### config.mk
export PLATFORM = sky130hd
export DESIGN_NAME = crc_calculator
export DESIGN_NICKNAME = d
export VERILOG_FILES = /design/src/rtl/sata_crc_checker.sv
export SDC_FILE = /design/constraint.sdc
export NUM_CORES = 1
export LEC_CHECK = 0
export ABC_AREA = 1
export CORE_MARGIN = 4
export CORE_UTILIZATION = 50
export DETAILED_ROUTE_END_ITERATION = 10
export MAX_ROUTING_LAYER = met4
export PLACE_DENSITY = 0.8
export RECOVER_POWER = 25
export SYNTH_ARGS = -nofsm -noshare
export SYNTH_HDL_FRONTEND = slang
export SYNTH_SLANG_ARGS = --single-unit
export TNS_END_PERCENT = 30
### constraint.sdc
create_clock -name vclk -period 3.4
set_input_delay 0.68 -clock vclk [all_inputs]
set_output_delay 0.68 -clock vclk [all_outputs]
set_load 0.03 [all_outputs]
### src/rtl/sata_crc_checker.sv
// SATA receive CRC checker: strips the trailing CRC dword, forwards payload and flags a CRC mismatch on the last payload dword.
// Optional SATA_CRC_ERRCNT_EN adds a saturating count of frames delivered with a CRC error.

`ifndef CRC_POLYNOMIAL
`define CRC_POLYNOMIAL 32'h04C11DB7
`endif
`ifndef CRC_INITVALUE
`define CRC_INITVALUE 32'h52325032
`endif

// One dword of MSB-first, non-reflected CRC-32 update.
module crc_calculator #(
    parameter logic [31:0] POLYNOMIAL = `CRC_POLYNOMIAL
) (
    input  logic [31:0] dat_i,
    input  logic [31:0] crc_i,
    output logic [31:0] crc_o
);
    always_comb begin
        crc_o = crc_i;
        for (int i = 31; i >= 0; i--) begin
            crc_o = {crc_o[30:0], 1'b0} ^ ({32{crc_o[31] ^ dat_i[i]}} & POLYNOMIAL);
        end
    end
endmodule

==> key figures, run 1 <==
Placement
  – Port bufs: 96
  – DP HPWL: 16200 um
  – Placer Congestion: 0.984

Floorplanning
  – Rows: 37
  – Io pins: 96
  – Initial Utilization: 51.7%
  – Die height: 112 um
  – Die width: ~110 um

Logic synthesis
  – Post-Syn Instances: roughly 940
  – Top cells by area, synth: nand2_1 (27%), xor2_1 (17%), nand3_1 (11%), nand2_4 (9.8%), nand2_2 (8.7%)
  – Syn Std Cell Area: approximately 5400 sq um
  – Area leader, netlist: nand2_1
  – Syn avg cell area: 5.71 sq um
  – Post-Syn Nets: 1008
  – Register area share after synthesis: 0%
  – Synth unique cells: 25
  – Yosys Warn Count: 0
  – Top-area cell type share of the netlist area: 27.5%

Clock tree
  – Hold Buf Count CTS: 0

Global routing
  – Largest net degree at the start of global routing: 9

STA
  – Worst endpoint, post-GRT repair: crc_o[15]
  – Worst EP kind: primary output

Status
  – Err: [ERROR DPL-0038] Utilization greater than 100%, impossible to legalize
  – Last stage reached: 5_1_grt
  – Status: stopped before the end
-- cell usage after synthesis --
cell type	n
buf_4	1
buf_6	2
clkinv_1	1
inv_1	94
inv_2	19
inv_4	4
inv_6	1
nand2_1	394
nand2_2	75
nand2_4	47
nand2_8	5
nand3_1	116
nand3_2	15
nand3_4	6
nand3b_1	6
nand4_1	5
nor2_1	5
o21bai_1	1
or2_1	2
or2_2	3
xnor2_1	28
xnor2_2	3
xor2_1	103
xor2_2	6
xor2_4	2
-- cells by family after synthesis --
| family | share of synthesized area, % |
|---|---|
| simple gates | 65.7 |
| xor+xnor | 25.0 |
| buf+inv | 9.13 |
| compound gates | 0.139 |
-- metrics by stage --
stage	setup WS (ns)	cells	cell area [sq um]
CTS	-0.523	1383	9910
global placement	-1.11	1321	7850
floorplan	-0.256	944	5690
detailed placement	-1.14	1321	7850
-- timing repair --
action                                  in CTS
setup buffers                               62
pin swaps                                  212
gates resized for setup                    490
endpoints found under the setup margin      32
==> run 2, diff against run 1 <==
- CORE_UTILIZATION: 50 -> 35
- MAX_ROUTING_LAYER: met4 -> unset
- PLACE_DENSITY: 0.8 -> unset
- PLACE_DENSITY_LB_ADDON: unset -> 0.15
- clock period: 3.4 -> 4.4 ns (I/O delays scaled with it)
==> run 2 against run 1 <==
Against the previous run: the run now ends clean; synthesized area did not move; synthesized cell count unchanged.
==> key figures, run 2 <==
Status
  – Status: complete, no violations (was stopped before the end)

Floorplanning
  – Die width: 132 um (was 112 um)
  – Rows: 45 (was 37)
  – Die area: between 15000 and 20000 sq um
  – Core Region: 15100 sq um
  – Io pins: 96 (unchanged)
  – Die height: 132 um (was 112 um)
  – Initial Utilization: 35.6% (was 51.7%)

Global routing
  – Largest net degree at the start of global routing: 9
  – Initial antenna violation count: 0
  – First-pass GRT wire length: 30700 um
  – GRT Resource Usage Total: 20.9%
  – Vias in the first global route: 6412
  – GRT Residual Overflow: 0

Logic synthesis
  – Post-synth top cells: nand2_1 (394), nand3_1 (116), xor2_1 (103), inv_1 (94), nand2_2 (75) (unchanged)
  – Register area share after synthesis: 0% (unchanged)
  – Mux contribution to synthesized area: 0% (unchanged)
  – Area leader, netlist: nand2_1 (unchanged)
  – Synth Area in XOR/XNOR: 25.0% (unchanged)
  – Syn Std Cell Area: 5390 sq um (unchanged)
  – Compound-Gate Fraction of Synth Area: 0.139% (unchanged)
  – Top cells by area, synth: nand2_1 (27%), xor2_1 (17%), nand3_1 (11%), nand2_4 (9.8%), nand2_2 (8.7%) (unchanged)
  – Synth unique cells: 25 (unchanged)
  – Post-Syn Instances: 944 (unchanged)
  – Post-synthesis adder-cell area fraction: 0% (unchanged)
  – Main combinational cell family by area after synthesis: simple AND/OR/NAND/NOR gates (unchanged)
  – Yosys Warn Count: 0 (unchanged)
  – Count leader, synth: nand2_1 (unchanged)
  – Simple-gate area share of the yosys netlist: 65.7% (unchanged)
  – Post-Syn Nets: 1008 (unchanged)
  – Top-area cell type share of the netlist area: 27.5% (unchanged)
  – Syn avg cell area: 5.71 sq um (unchanged)

Critical path
  – Most used cell, CP: nand2_4
  – Setup crit start kind: input pin
  – CP max stage delay: 0.22 ns
  – Slowest stage cell, crit path: nand4_1
  – Worst Path Required: 3.52 ns
  – Crit path max fanout: 8
  – Critical path class: input pin to output pin
  – Endpoint class of the critical path: output pin
  – WP data arrival: 3.49 ns

Placement
  – DP HPWL: 15300 um (was 16200 um)
  – Placer Congestion: 0.877 (was 0.984)
  – Port bufs: 96 (unchanged)
  – Post-place setup slack: -0.622 ns (was -1.14 ns)

Flow run
  – Max-cap violations: 0

Drt
  – Final ANT Viol Nets: 0
  – Vias: slightly below 7000
  – Avg WL per Cell: 14.2 um
  – Drt drc: 0
  – Final WL: 20400 um
  – Pre-antenna DRT Iters: 5
  – Iter 0 DRT Violations: 282
  – Vias/cell: approximately 4.8

Min path
  – Hold Crit Class: input pin to output pin

Layout
  – CLK BUF: 0
  – Most frequent cells in the layout: nand2_1 (226), buf_4 (189), nand2_2 (149)
  – Seq_cells: 0
  – Share of layout cells above drive strength 1: 58.1%
  – Commonest non-fill, non-tap cell in the layout: nand2_1
  – Final net count: 1313
  – Area Growth Syn to Fin: 92.3%
  – Sequential Area: 0 sq um
  – Number of diodes: 0
  – Fillers: around 1200

STA
  – Minimum clock period after layout: 4.37 ns
  – Final worst path period share: between 90 and 100%
  – Hold WS: 2.83 ns
  – Fmax: 229 MHz
  – Slew headroom: 74.3%
  – Final setup viols: 0
  – RSZ-0062 raised after global routing: yes
  – Worst-Margin Slew: 0.382 ns
  – Count of final hold-check violations: 0
  – Worst Setup Slack, final: 0.0348 ns
  – Max Transition Viols Final: 0

Clock tree
  – Hold Buf Count CTS: 0 (unchanged)
-- run 2: per-layer routing --
metal	GRT usage [%]	vias to the layer above	part of all wire, %
li1	-	3487	-
met1	27.9	3216	44
met2	38.2	155	51
met3	1.18	21	3.6
met4	2.22	0	1.4
met5	0	-	0
-- run 2: repair_timing --
action / in CTS / in global routing
gates resized for setup: 317 / 306
setup endpoints to repair: 32 / 31
setup buffers: 51 / 27
pin swaps: 136 / 149
-- run 2: critical path: cells and delay by family --
kind | cells | cell delay, ns
simple gates | 17 | 1.59
xor+xnor | 2 | 0.31
buf+inv | 7 | 0.69
-- run 2: stage by stage --
stage / TNS, ns / util, % / instances / instance area [sq um]
2_1_floorplan: 0 / - / 944 / 5390
3_3_place_gp: -12.71 / 49.8 / 1358 / 7550
3_5_place_dp: -13.59 / 49.8 / 1358 / 7550
4_1_cts: -0.0230 / 60.0 / 1409 / 9090
5_1_grt: -2.35 / 68.4 / 1435 / 10400
6_report: 0 / 68.4 / 1435 / 10400
-- run 2: final timing paths --
kind | cells past startpoint | from | slack [ns] | end
max | 26 | dat_i[30] | 0.03 | crc_o[4]
min | 8 | dat_i[0] | 2.83 | crc_o[2]
-- run 2: cell families after synthesis --
| logic type | after synthesis |
|---|---|
| xor gates and xnor gates | 142 |
| AOI/OAI and AO/OA | 1 |
| and+or+nand+nor | 679 |
| buffers and inverters | 122 |
-- run 2: layout make-up --
cell class	count	area (sq um)	area share, %
multi-input combinational	822	6860	66.2
timing repair buffer	306	2700	26.0
inverter	119	569	5.50
tap	188	235	2.27
Power of run 2 is left out: the tool's default activity adds up to more than one toggle a clock period on the data nets, which glitch-free logic cannot reach.
==> run 3, diff against run 2 <==
- DONT_BUFFER_PORTS: unset -> 1
==> run 3 against run 2 <==
Against the previous run: cell count decreased by 10%; sequential share of layout area unchanged; via count decreased by 11%; largest cell class unchanged.
==> key figures, run 3 (synthesized netlist as in run 2, its figures left out) <==
Status
  – Status: complete, no violations (unchanged)

Placement
  – Placer Congestion: 0.868 (was 0.877)
  – Post-DP Area: 6580 sq um (was 7550 sq um)
  – DP HPWL: 15100 um (was 15300 um)
  – Port bufs: 0 (was 96)

Layout
  – Commonest non-fill, non-tap cell in the layout: nand2_1 (unchanged)
  – Share of layout cells above drive strength 1: 43.8% (was 58.1%)
  – Final instance area: 7900 sq um (was 10400 sq um)
  – Sequential Area: 0 sq um (unchanged)
  – Most frequent cells in the layout: nand2_1 (304), nand2_2 (132), buf_4 (129) (was nand2_1 (226), buf_4 (189), nand2_2 (149))
  – Number of diodes: 0 (unchanged)
  – Area Growth Syn to Fin: 46.6% (was 92.3%)
  – Final net count: 1163 (was 1313)
  – CLK BUF: 0 (unchanged)
  – Seq_cells: 0 (unchanged)

Critical path
  – Setup crit start kind: input pin (unchanged)
  – Endpoint class of the critical path: output pin (unchanged)
  – Crit path max fanout: 8 (unchanged)
  – Critical path class: input pin to output pin (unchanged)
  – Worst Path Required: 3.52 ns (about the same)
  – WP data arrival: 3.39 ns (was 3.49 ns)

Clock tree
  – Hold Buf Count CTS: 0 (unchanged)

STA
  – Fmax: 234 MHz (was 229 MHz)
  – Count of final hold-check violations: 0 (unchanged)
  – RSZ-0062 raised after global routing: yes (unchanged)
  – Worst-Margin Slew: 0.553 ns (was 0.382 ns)
  – Max Transition Viols Final: 0 (unchanged)
  – Final setup viols: 0 (unchanged)
  – Slew headroom: 63.0% (was 74.3%)
  – Final worst path period share: 97.0% (was 99.2%)
  – Minimum clock period after layout: 4.27 ns (was 4.37 ns)

Min path
  – Hold Crit Class: input pin to output pin (unchanged)
  – Hold path cells: 8 (unchanged)

Drt
  – Iter 0 DRT Violations: 337 (was 282)
  – Vias: 6124 (was 6879)
  – Pre-antenna DRT Iters: 5 (unchanged)
  – Drt drc: 0 (unchanged)
  – Vias/cell: 4.77 (was 4.79)
  – Avg WL per Cell: 13.8 um (was 14.2 um)
  – Final ANT Viol Nets: 0 (unchanged)
  – Final WL: 17800 um (was 20400 um)

Floorplanning
  – Rows: 45 (unchanged)
  – Core Region: 15100 sq um (unchanged)
  – Die width: 132 um (unchanged)
  – Io pins: 96 (unchanged)
  – Die height: 132 um (unchanged)
  – Initial Utilization: 35.6% (unchanged)
  – Die area: 17400 sq um (unchanged)

Global routing
  – Initial antenna violation count: 0 (unchanged)
  – Largest net degree at the start of global routing: 10 (was 9)
  – GRT Residual Overflow: 0 (unchanged)
  – Vias in the first global route: 5427 (was 6412)
  – First-pass GRT wire length: 27100 um (was 30700 um)
  – GRT Resource Usage Total: 18.7% (was 20.9%)

Flow run
  – Max-cap violations: 0 (unchanged)
[run 3: changes by cell type in the layout (fill, tap and decap cells not counted), moves of 11 or more]
cell | before | now
nand2_1 | 226 | 304
buf_4 | 189 | 129
nand2_4 | 111 | 71
buf_6 | 42 | 8
clkdlybuf4s50_1 | 26 | 0
nand3_1 | 76 | 100
nand2_8 | 35 | 16
inv_1 | 67 | 84
nand2_2 | 149 | 132
xor2_1 | 74 | 90
nand3_2 | 36 | 21
xor2_2 | 28 | 16
clkbuf_2 | 12 | 1
[run 3: layer usage]
| metal | part of all wire [%] | global-route usage [%] | vias up |
|---|---|---|---|
| met3 | 4.2 | 1.15 | 0 |
| met5 | 0 | 0 | - |
| met1 | 48 | 27.4 | 2806 |
| met4 | 0 | 0.292 | 0 |
| met2 | 48 | 31.9 | 120 |
| li1 | - | - | 3198 |
[run 3: final timing paths]
kind,startpoint,endpoint,slack (ns)
setup / recovery,crc_i[31],crc_o[24],0.13
hold / removal,dat_i[0],crc_o[12],2.34
[run 3: final cells by class]
type,count,area [sq um]
Fill cell,1520,7250
Inverter,119,494
Multi-Input combinational cell,824,5790
Tap cell,188,235
Timing Repair Buffer,154,1380
[run 3: worst max-delay path: stages]
cell and delay [ns]:
inv_4 0.05, nand2_4 0.05, nand2_4 0.08, buf_6 0.13, nand3_4 0.09, nand2_2 0.09, nand2_4 0.07, nand2_8 0.12
buf_6 0.10, nand2_1 0.05, nand2_2 0.08, nand3_4 0.10, nand2_8 0.12, inv_4 0.04, buf_4 0.12, nand3_1 0.13
nand3_2 0.14, nand2_2 0.09, nand2_1 0.08, nand2_4 0.12, buf_4 0.13, nand2_4 0.06, nand2_4 0.11, xor2_1 0.16
buf_4 0.18
[run 3: metrics by stage]
step	setup WS [ns]	cells	setup TNS (ns)	util [%]	hold WS, ns
6_report	0.133	1285	0	52.2	2.34
5_1_grt	-0.0753	1285	-0.819	52.2	2.40
4_1_cts	0.00843	1236	0	43.6	2.38
3_5_place_dp	-0.0595	1236	-0.211	43.5	2.38
3_3_place_gp	-0.0513	1236	-0.152	43.5	2.37
2_1_floorplan	0.0328	944	0	-	2.16
[run 3: repair_timing]
action                     in CTS  in global routing
setup endpoints to repair      10                 31
gates cloned                    0                  2
hold endpoints to repair        0                  0
setup buffers                   0                 47
gates resized for setup         3                216
pin swaps                       0                 62
Power of run 3 is left out for the same reason.
==> run 4, diff against run 3 <==
- CORE_MARGIN: 4 -> 2
==> run 4 against run 3 <==
Against the previous run: setup slack got worse by 0.050 ns; cell count decreased by 0.70%; clock-buffer cell count did not move; sequential share of layout area did not move.
==> key figures, run 4 (synthesized netlist as in run 2, its figures left out) <==
STA
  – Final worst path period share: 98.1% (was 97.0%)
  – Final setup TNS: 0 ns (unchanged)
  – Slew headroom: 61.1% (was 63.0%)
  – Count of final hold-check violations: 0 (unchanged)
  – Worst-Margin Slew: 0.582 ns (was 0.553 ns)
  – Minimum clock period after layout: 4.32 ns (was 4.27 ns)
  – Final setup viols: 0 (unchanged)
  – RSZ-0062 raised after global routing: yes (unchanged)
  – Fmax: 232 MHz (was 234 MHz)
  – Max Transition Viols Final: 0 (unchanged)

Layout
  – Number of diodes: 0 (unchanged)
  – Final net count: 1154 (was 1163)
  – Footprint of the multi-input gates: 6040 sq um (was 5790 sq um)
  – CLK BUF: 0 (unchanged)
  – Most frequent cells in the layout: nand2_1 (286), nand2_2 (131), buf_4 (122) (was nand2_1 (304), nand2_2 (132), buf_4 (129))
  – Area Growth Syn to Fin: 50.9% (was 46.6%)
  – Share of layout cells above drive strength 1: 46.0% (was 43.8%)
  – Seq_cells: 0 (unchanged)
  – Commonest non-fill, non-tap cell in the layout: nand2_1 (unchanged)
  – Sequential Area: 0 sq um (unchanged)
  – Fillers: 1472 (was 1520)

Flow run
  – Max-cap violations: 0 (unchanged)

Status
  – Status: complete, no violations (unchanged)

Critical path
  – Critical path class: input pin to output pin (unchanged)
  – Crit path max fanout: 8 (unchanged)
  – WP data arrival: 3.44 ns (was 3.39 ns)
  – Endpoint class of the critical path: output pin (unchanged)
  – Worst Path Required: 3.52 ns (about the same)
  – Setup crit start kind: input pin (unchanged)

Global routing
  – Vias in the first global route: 5633 (was 5427)
  – Largest net degree at the start of global routing: 10 (unchanged)
  – Initial antenna violation count: 0 (unchanged)
  – GRT Residual Overflow: 0 (unchanged)
  – First-pass GRT wire length: 27800 um (was 27100 um)
  – GRT Resource Usage Total: 21.0% (was 18.7%)

Floorplanning
  – Die width: 128 um (was 132 um)
  – Initial Utilization: 35.6% (unchanged)
  – Die height: 128 um (was 132 um)
  – Core Region: 15100 sq um (unchanged)
  – Die area: 16400 sq um (was 17400 sq um)
  – Io pins: 96 (unchanged)
  – Rows: 45 (unchanged)

Drt
  – Final WL: 18400 um (was 17800 um)
  – Final ANT Viol Nets: 0 (unchanged)
  – Avg WL per Cell: 14.4 um (was 13.8 um)
  – Iter 0 DRT Violations: 295 (was 337)
  – Pre-antenna DRT Iters: 4 (was 5)
  – Drt drc: 0 (unchanged)
  – Vias: 6146 (was 6124)
  – Vias/cell: 4.82 (was 4.77)

Placement
  – DP HPWL: 15100 um (about the same)
  – Port bufs: 0 (unchanged)
  – Placer Congestion: 0.923 (was 0.868)

Min path
  – Hold Crit Class: input pin to output pin (unchanged)

Clock tree
  – Hold Buf Count CTS: 0 (unchanged)
[run 4: stage by stage]
stage / hold slack, ns / area, sq um / cells / util (%) / worst slack (ns)
floorplan: 2.16 / 5390 / 944 / - / 0.0328
global placement: 2.41 / 6490 / 1225 / 42.8 / -0.119
detailed placement: 2.40 / 6490 / 1225 / 42.8 / -0.0878
CTS: 2.39 / 6530 / 1225 / 43.1 / 0.00763
global route: 2.47 / 8130 / 1276 / 53.7 / -0.0707
finish: 2.38 / 8130 / 1276 / 53.7 / 0.0828
[run 4: final timing paths]
path | start | end | slack, ns | cells after the start
min | dat_i[0] | crc_o[12] | 2.38 | 8
max | dat_i[31] | crc_o[23] | 0.08 | 26
[run 4: routing by layer]
layer | track usage, % | wire length [um]
met1 | 30.2 | 8570
met2 | 36.4 | 8840
met3 | 1.17 | 790
met4 | 0.776 | 210
met5 | 0 | 0
[run 4: layout make-up]
type	count	share of cell area [%]
Timing Repair Buffer	147	16.7
Tap cell	188	2.89
Multi-Input combinational cell	822	74.3
Inverter	119	6.14
[run 4: worst max-delay path, stage by stage]
cell and delay (ns):
inv_4 0.04, nand2_2 0.07, nand2_4 0.14, nand2_4 0.08
nand2_4 0.12, nand2_4 0.08, nand2_8 0.11, nand2_8 0.07
nand2_8 0.08, nand2_8 0.06, nand2_8 0.15, nand2_4 0.06
nand2_4 0.07, nand2_4 0.06, nand2_8 0.14, clkinv_8 0.11
nand2_8 0.10, nand2_8 0.08, nand2_8 0.09, nand2_4 0.05
nand2_4 0.09, nand2_8 0.09, xnor2_4 0.24, nor2_1 0.08
nor2_1 0.10, buf_4 0.16
[run 4: what timing repair did]
item / 4_1_cts / 5_1_grt
buffers inserted: 0 / 51
resized for setup: 8 / 271
endpoints found under the setup margin: 12 / 31
pin swaps: 1 / 110
Power of run 4 is left out for the same reason.
